===== src/rtl/pipe_stage_reg.sv =====
// pipe_stage_reg: generic valid/ready pipeline register with a 2-entry skid buffer.
// Ports: clk, rstn (sync, active-low), flush, in_valid/in_ready/in_data/in_ctrl,
//        out_valid/out_ready/out_data/out_ctrl, occupancy;
//        `PIPE_STAGE_PERF_EN adds stall_cnt and bubble_cnt.
module pipe_stage_reg #(
  parameter int DATA_W = 32,
  parameter int CTRL_W = 16,
  parameter int CNT_W  = 32
) (
  input  logic              clk,
  input  logic              rstn,
  input  logic              flush,
  input  logic              in_valid,
  output logic              in_ready,
  input  logic [DATA_W-1:0] in_data,
  input  logic [CTRL_W-1:0] in_ctrl,
  output logic              out_valid,
  input  logic              out_ready,
  output logic [DATA_W-1:0] out_data,
  output logic [CTRL_W-1:0] out_ctrl,
  output logic [1:0]        occupancy
`ifdef PIPE_STAGE_PERF_EN
  ,
  output logic [CNT_W-1:0]  stall_cnt,
  output logic [CNT_W-1:0]  bubble_cnt
`endif
);

  logic              m_valid_q, m_valid_d;
  logic [DATA_W-1:0] m_data_q, m_data_d;
  logic [CTRL_W-1:0] m_ctrl_q, m_ctrl_d;
  logic              s_valid_q, s_valid_d;
  logic [DATA_W-1:0] s_data_q, s_data_d;
  logic [CTRL_W-1:0] s_ctrl_q, s_ctrl_d;

  logic in_fire;
  logic out_fire;
  logic st_empty;
  logic st_one;
  logic st_two;

  // Ready comes straight from a flop: no comb path from out_ready.
  assign in_ready  = ~s_valid_q;
  assign out_valid = m_valid_q;
  assign out_data  = m_data_q;
  assign out_ctrl  = m_valid_q ? m_ctrl_q : '0;
  assign occupancy = {1'b0, m_valid_q} + {1'b0, s_valid_q};

  assign in_fire  = in_valid & in_ready;
  assign out_fire = m_valid_q & out_ready;

  assign st_empty = ~m_valid_q & ~s_valid_q;
  assign st_one   =  m_valid_q & ~s_valid_q;
  assign st_two   =  m_valid_q &  s_valid_q;

  always_comb begin
    m_valid_d = m_valid_q;
    m_data_d  = m_data_q;
    m_ctrl_d  = m_ctrl_q;
    s_valid_d = s_valid_q;
    s_data_d  = s_data_q;
    s_ctrl_d  = s_ctrl_q;
    if (flush) begin
      m_valid_d = 1'b0;
      m_data_d  = '0;
      m_ctrl_d  = '0;
      s_valid_d = 1'b0;
      s_data_d  = '0;
      s_ctrl_d  = '0;
    end else begin
      unique case (1'b1)
        st_empty: begin
          if (in_fire) begin
            m_valid_d = 1'b1;
            m_data_d  = in_data;
            m_ctrl_d  = in_ctrl;
          end
        end
        st_one: begin
          if (in_fire && out_fire) begin
            m_data_d = in_data;
            m_ctrl_d = in_ctrl;
          end else if (in_fire) begin
            s_valid_d = 1'b1;
            s_data_d  = in_data;
            s_ctrl_d  = in_ctrl;
          end else if (out_fire) begin
            m_valid_d = 1'b0;
            m_data_d  = '0;
            m_ctrl_d  = '0;
          end
        end
        st_two: begin
          if (out_fire) begin
            m_data_d  = s_data_q;
            m_ctrl_d  = s_ctrl_q;
            s_valid_d = 1'b0;
            s_data_d  = '0;
            s_ctrl_d  = '0;
          end
        end
        default: begin
          // Skid valid without main valid is unreachable; recover to empty.
          m_valid_d = 1'b0;
          m_data_d  = '0;
          m_ctrl_d  = '0;
          s_valid_d = 1'b0;
          s_data_d  = '0;
          s_ctrl_d  = '0;
        end
      endcase
    end
  end

  always_ff @(posedge clk) begin
    if (!rstn) begin
      m_valid_q <= 1'b0;
      m_data_q  <= '0;
      m_ctrl_q  <= '0;
      s_valid_q <= 1'b0;
      s_data_q  <= '0;
      s_ctrl_q  <= '0;
    end else begin
      m_valid_q <= m_valid_d;
      m_data_q  <= m_data_d;
      m_ctrl_q  <= m_ctrl_d;
      s_valid_q <= s_valid_d;
      s_data_q  <= s_data_d;
      s_ctrl_q  <= s_ctrl_d;
    end
  end

`ifdef PIPE_STAGE_PERF_EN
  logic [CNT_W-1:0] stall_cnt_q, stall_cnt_d;
  logic [CNT_W-1:0] bubble_cnt_q, bubble_cnt_d;

  // Saturating; flush does not clear them.
  always_comb begin
    stall_cnt_d  = stall_cnt_q;
    bubble_cnt_d = bubble_cnt_q;
    if (m_valid_q && !out_ready && !(&stall_cnt_q))
      stall_cnt_d = stall_cnt_q + CNT_W'(1);
    if (!m_valid_q && !(&bubble_cnt_q))
      bubble_cnt_d = bubble_cnt_q + CNT_W'(1);
  end

  always_ff @(posedge clk) begin
    if (!rstn) begin
      stall_cnt_q  <= '0;
      bubble_cnt_q <= '0;
    end else begin
      stall_cnt_q  <= stall_cnt_d;
      bubble_cnt_q <= bubble_cnt_d;
    end
  end

  assign stall_cnt  = stall_cnt_q;
  assign bubble_cnt = bubble_cnt_q;
`endif

endmodule


===== config.mk =====
export PLATFORM = sky130hd
export DESIGN_NAME = pipe_stage_reg
export DESIGN_NICKNAME = d
export VERILOG_FILES = /design/src/rtl/pipe_stage_reg.sv
export SDC_FILE = /design/constraint.sdc
export NUM_CORES = 1
export LEC_CHECK = 0
export BUFFER_PORTS_ARGS = -buffer_cell sky130_fd_sc_hd__buf_2
export CAP_MARGIN = 20
export CORE_MARGIN = 4
export CORE_UTILIZATION = 48
export CTS_CLUSTER_SIZE = 40
export DETAILED_ROUTE_END_ITERATION = 16
export MAX_ROUTING_LAYER = met4
export PLACE_DENSITY = 0.75
export SLEW_MARGIN = 30
export SYNTH_ARGS = -nofsm -noshare
export SYNTH_HDL_FRONTEND = slang
export SYNTH_SLANG_ARGS = --single-unit
export TNS_END_PERCENT = 10

===== constraint.sdc =====
create_clock -name clk -period 2.4 [get_ports clk]
set_input_delay 0.36 -clock clk [delete_from_list [all_inputs] [get_ports clk]]
set_output_delay 0.36 -clock clk [all_outputs]
set_load 0.01 [all_outputs]

* Yosys cells after proc, flatten, opt, wreduce, memory -nomap -nowiden *
Cells that the tools add are included.

word-level totals
  register bits after elaboration = 98
  bits of input ports = 53
  output and inout bits = 52
  word-level logic and storage cells = 54

cells by class
  add/sub/neg operators = 1
  equal/unequal tests = 8
  muxes and demuxes = 24
  bitwise operators = 10
  reductions and logical operators = 5

operators by type and width
  operator                                                                  count
  32-bit 2-to-1 mux                                                         6
  32-bit case mux with 3 select lines                                       2
  16-bit 2-to-1 mux                                                         7
  16-bit case mux with 3 select lines                                       2
  2-bit inequality test (second input constant)                             6
  4-bit AND reduction                                                       2
  3-bit by 2-bit inequality test with 1-bit output (second input constant)  2
  1-bit case mux with 3 select lines                                        2
  1-bit bitwise AND                                                         5
  1-bit 2-to-1 mux                                                          5
  1-bit NOT                                                                 5
  5-bit AND reduction                                                       1
  1-bit by 1-bit adder with 2-bit output                                    1
  2-bit OR reduction                                                        1
  1-bit logical AND                                                         1

* Logic depth before layout (Yosys ltp) *
  depth in word-level cells = 5
  gate-level depth with buffers = 9
  mapped depth without buffers = 6

* Worst setup path after synthesis *
No wires, ideal clock.

  path kind = register to register
  start point = reg m_valid_q, in the netlist out_valid
  end point = reg m_data_q[10], in the netlist out_data[10]
  setup time = 0.069 ns
  arrival = 2.275 ns
  required time = 2.331 ns
  setup slack = 0.056 ns
  stages on the path, launching flop included = 10
  path buffers = 4
  period minus slack after synthesis = 2.344 ns
  cell sequence = dfxtp_1 -> buf_2 -> clkbuf_1 -> inv_1 -> ha_1 -> a22o_1 -> or4_4 -> buf_6 -> buf_6 -> o21ai_1

on the way
  longest elaborated chain between the ends = 4
  elaborated cells between the ends (all ways) = 13
  classes of those cells = eq/ne: 4; mux: 2; bitwise: 5; reduce/logical: 2

RTL lines
  item                             line  RTL
  from (decl)                      29    logic m_valid_q, m_valid_d;
  from (signal assigned)           124   m_valid_q <= m_valid_d;
  1-bit NOT (*)                    52    assign st_empty = ~m_valid_q & ~s_valid_q;
  1-bit bitwise AND (*)            52
  via st_empty                     38    logic st_empty;
  2-bit inequality test (no line)  --
  4-bit AND reduction (no line)    --
  to (signal assigned)             125   m_data_q <= m_data_d;
  to (decl)                        30    logic [DATA_W-1:0] m_data_q, m_data_d;

Mark *: on every way through the listed nets, which the timed path passes. The rest lies on a longest branch.
A chain may end at the register's enable or synchronous reset.

* Worst setup path after layout *
  start point = reg m_valid_q, in the netlist out_valid
  end point = out occupancy[1]

on the way
  longest elaborated chain between the ends = 1

RTL lines
  item                                    line  RTL
  1-bit by 1-bit adder with 2-bit output  47    assign occupancy = {1'b0, m_valid_q} + {1'b0, s_valid_q};
  to (decl)                               21    output logic [1:0] occupancy

No other way between the ends.

==> impl_metrics.csv <==
group,metric,value,unit
outcome,status,"complete, no violations",
routing,avgRoutedWirePerCell,18.1,um
sta,max_freq,442,MHz
sta,rsz0062_at_grt,"no",
place,io_buffers,104,
pwr,seq_power_share,51.7,%
worst_setup_path,crit_path_start_kind,"register",
sta,hold_viol,0,
global_route,grt.overflow.total,0,
floorplanning,initial_core_util,49.3,%
place,dp_cells,660,
cts,root_buffer,"clkbuf_8",
synthesis,synth_fp_nets,553,
floorplanning,row_count,34,
floorplanning,core-area,8720,um2
sta,period_needed,2.26,ns
layout,syn_to_final_growth,20.3,%
floorplanning,die_area,10500,um2
global_route,grt_pass1_vias,3958,
place,dp_hpwl,7600,um
worst_setup_path,cp_max_fo,51,
worst_setup_path,criticalPathCategory,"register to output port",
global_route,grt_max_degree,52,
synthesis,yosysWarnings,0,
pwr,clkPwrFrac,37.8,%
pwr,p_sw_share,24.4,%
cts,cts_buffers,9,
cts,cts.clk_slew.worst_paths,0.09,ns
pwr,vdd_drop_max,0.000332,V
worst_setup_path,crit_slowest_cell,"dfxtp_1",
global_route,grt_antenna_before_repair,0,
sta,whs,0.272,ns
global_route,grt_pass1_wl,19800,um
sta,finalClockSkew,0.00860,ns
routing,routed_wl,12200,um
pwr,share_comb_of_total_power,10.5,%
layout,fin_cells,676,
floorplanning,die_y,103,um
pwr,power.total,3240,uW
synthesis,ys_ff_latch,98,
synthesis,yosysUniqueCellTypes,30,
sta,setup_viol,0,
job,maxCapViolCount,0,
worst_setup_path,cp_data_arrival_time,1.90,ns
sta,drv_slew,0,
floorplanning,die_w,103,um
layout,fillCellCount,760,
routing,num_vias,4241,
routing,first_pass_iters,5,
sta,max_slew_margin,63.1,%
pwr,powerDensity,627,nW/um2
worst_setup_path,crit_chain,"ha_2 -> buf_4 -> buf_2",
routing,drc,0,
cts,htree_levels,3,
synthesis,syn_avg_cell_area,8.66,um2
pwr,p_switching,791,uW
layout,diodes,0,
place,place_ws,0.168,ns
cts,cts.path.max_buffers,2,
worst_hold_path,min_path_type,"primary input to register",
routing,vias_per_cell,6.27,
sta,tightest_slew,0.554,ns
layout,nNetsFinal,620,
routing,drtIter0Drc,313,
worst_setup_path,max_stage_delay,0.54,ns
routing,ant_nets,0,
sta,fin_crit_sh,94.3,%
synthesis,synth.cell_area,4300,um2
place,gp_congestion,0.851,
synthesis,ys_seq_area_share,45.7,%
cts,clock_latency,0.36,ns
cts,cts_tree,"done",
layout,multi_input_area,2100,um2
pwr,internal-power,2450,uW
floorplanning,ios,105,
global_route,grtUsageTotal,24.1,%
sta,setup_slack,0.136,ns
worst_setup_path,end_kind,"output port",
worst_setup_path,critPathRequiredTime,2.04,ns
synthesis,netlist_instances,496,
pwr,power.leakage,0.00199,uW
layout,final-seq-area,1960,um2
layout,drive_gt1_share,26.6,%
sta,fin_tns_setup,0,ns
cts,clock-sinks,98,
-- cells in the final DEF (no fill, tap or decap), types with 2 or more instances in the layout --
master / instances
ha_2: 2
a21oi_1: 50
buf_4: 13
o21ai_1: 22
buf_2: 104
nand4_1: 48
ha_1: 2
clkbuf_8: 12
inv_1: 2
o211ai_1: 48
a22oi_1: 48
o21ai_0: 76
buf_12: 2
bufinv_16: 2
dfxtp_1: 98
and2_1: 17
buf_16: 2
-- layout make-up --
class	instances	share of cell area, %
multi-input combinational	330	40.7
tap	108	2.61
inverter	2	0.145
clock buffer	12	3.20
clock inverter	4	1.40
timing repair buffer	122	14.0
sequential	98	38.0
-- metal layers --
metal | vias to the layer above | track usage, % | part of all wire, %
li1 | 2025 | - | -
met3 | 22 | 5.01 | 7.0
met1 | 2025 | 30.5 | 44
met5 | - | - | 0
met4 | 0 | 8.78 | 1.9
met2 | 169 | 38.0 | 48
-- power groups by stage --
stage               Clock [uW]  Combinational, uW  Sequential (uW)
detailed placement           0                337             1720
CTS                       1240                339             1680
global route              1310                372             1680
floorplan                    0                175             1720
global placement             0                326             1710
finish                    1230                340             1680
-- synthesized netlist by cell type (all sizes together) --
library cell  count  area [um2]
a22oi            48         360
dfxtp            98        1960
and2             17         106
nand2b            3        26.3
o211ai           48         360
a21boi            1        11.3
or4               1        11.3
nand3             1        5.00
nand2             1        3.75
nor2b             1        6.26
clkbuf           51         191
inv               2        7.51
ha                4        50.1
nand3b            1        7.51
or4b              1        10.0
nor2              1        3.75
or2               1        6.26
a21oi            50         250
o21a              1        7.51
o21ai            99         495
buf              15        90.1
o21bai            1        7.51
a22o              1        8.76
nand4            48         300
nor3b             1        7.51
-- critical path: cells and delay by family (launching register included) --
kind,cells,cell delay (ns)
buf+inv,2,0.70
flops,1,0.54
fa+ha+maj,1,0.27
-- through the flow --
step | cell area [um2] | util (%)
2_1_floorplan | 4300 | -
3_3_place_gp | 4870 | 55.8
3_5_place_dp | 4920 | 56.5
4_1_cts | 5160 | 59.2
5_1_grt | 5170 | 59.3
6_report | 5170 | 59.3
-- kinds of logic after synthesis --
| logic type | after synthesis | share of synthesized area [%] |
|---|---|---|
| AOI/OAI and AO/OA | 249 | 34.9 |
| DFF | 98 | 45.7 |
| adders and majority gates | 4 | 1.16 |
| buffers and inverters | 68 | 6.73 |
| and+or+nand+nor | 77 | 11.5 |
-- worst paths after layout --
kind                            startpoint                   endpoint  slack (ns)  cells past startpoint
setup / recovery    out_valid$_SDFFE_PP0P_               occupancy[1]        0.14                      3
hold / removal                 in_data[28]  s_data_q[28]$_SDFFE_PP0P_        0.27                      3
setup reg to reg    out_valid$_SDFFE_PP0P_  m_ctrl_q[15]$_SDFFE_PP0P_        0.17                      5
hold reg to reg   s_ctrl_q[7]$_SDFFE_PP0P_   s_ctrl_q[7]$_SDFFE_PP0P_        0.48                      2
-- registers in the layout, indices dropped and copies added, names as in the netlist --
name / flops
out_data: 32
s_valid_q: 1
s_ctrl_q: 16
out_valid: 1
s_data_q: 32
m_ctrl_q: 16
-- timing repair --
action / in CTS / in global routing
buffers inserted: 0 / 0
hold buffers: 0 / 0
endpoints found under the setup margin: 0 / 37
gates resized for setup: 0 / 2
No activity file was read; power rests on OpenSTA's default activity.
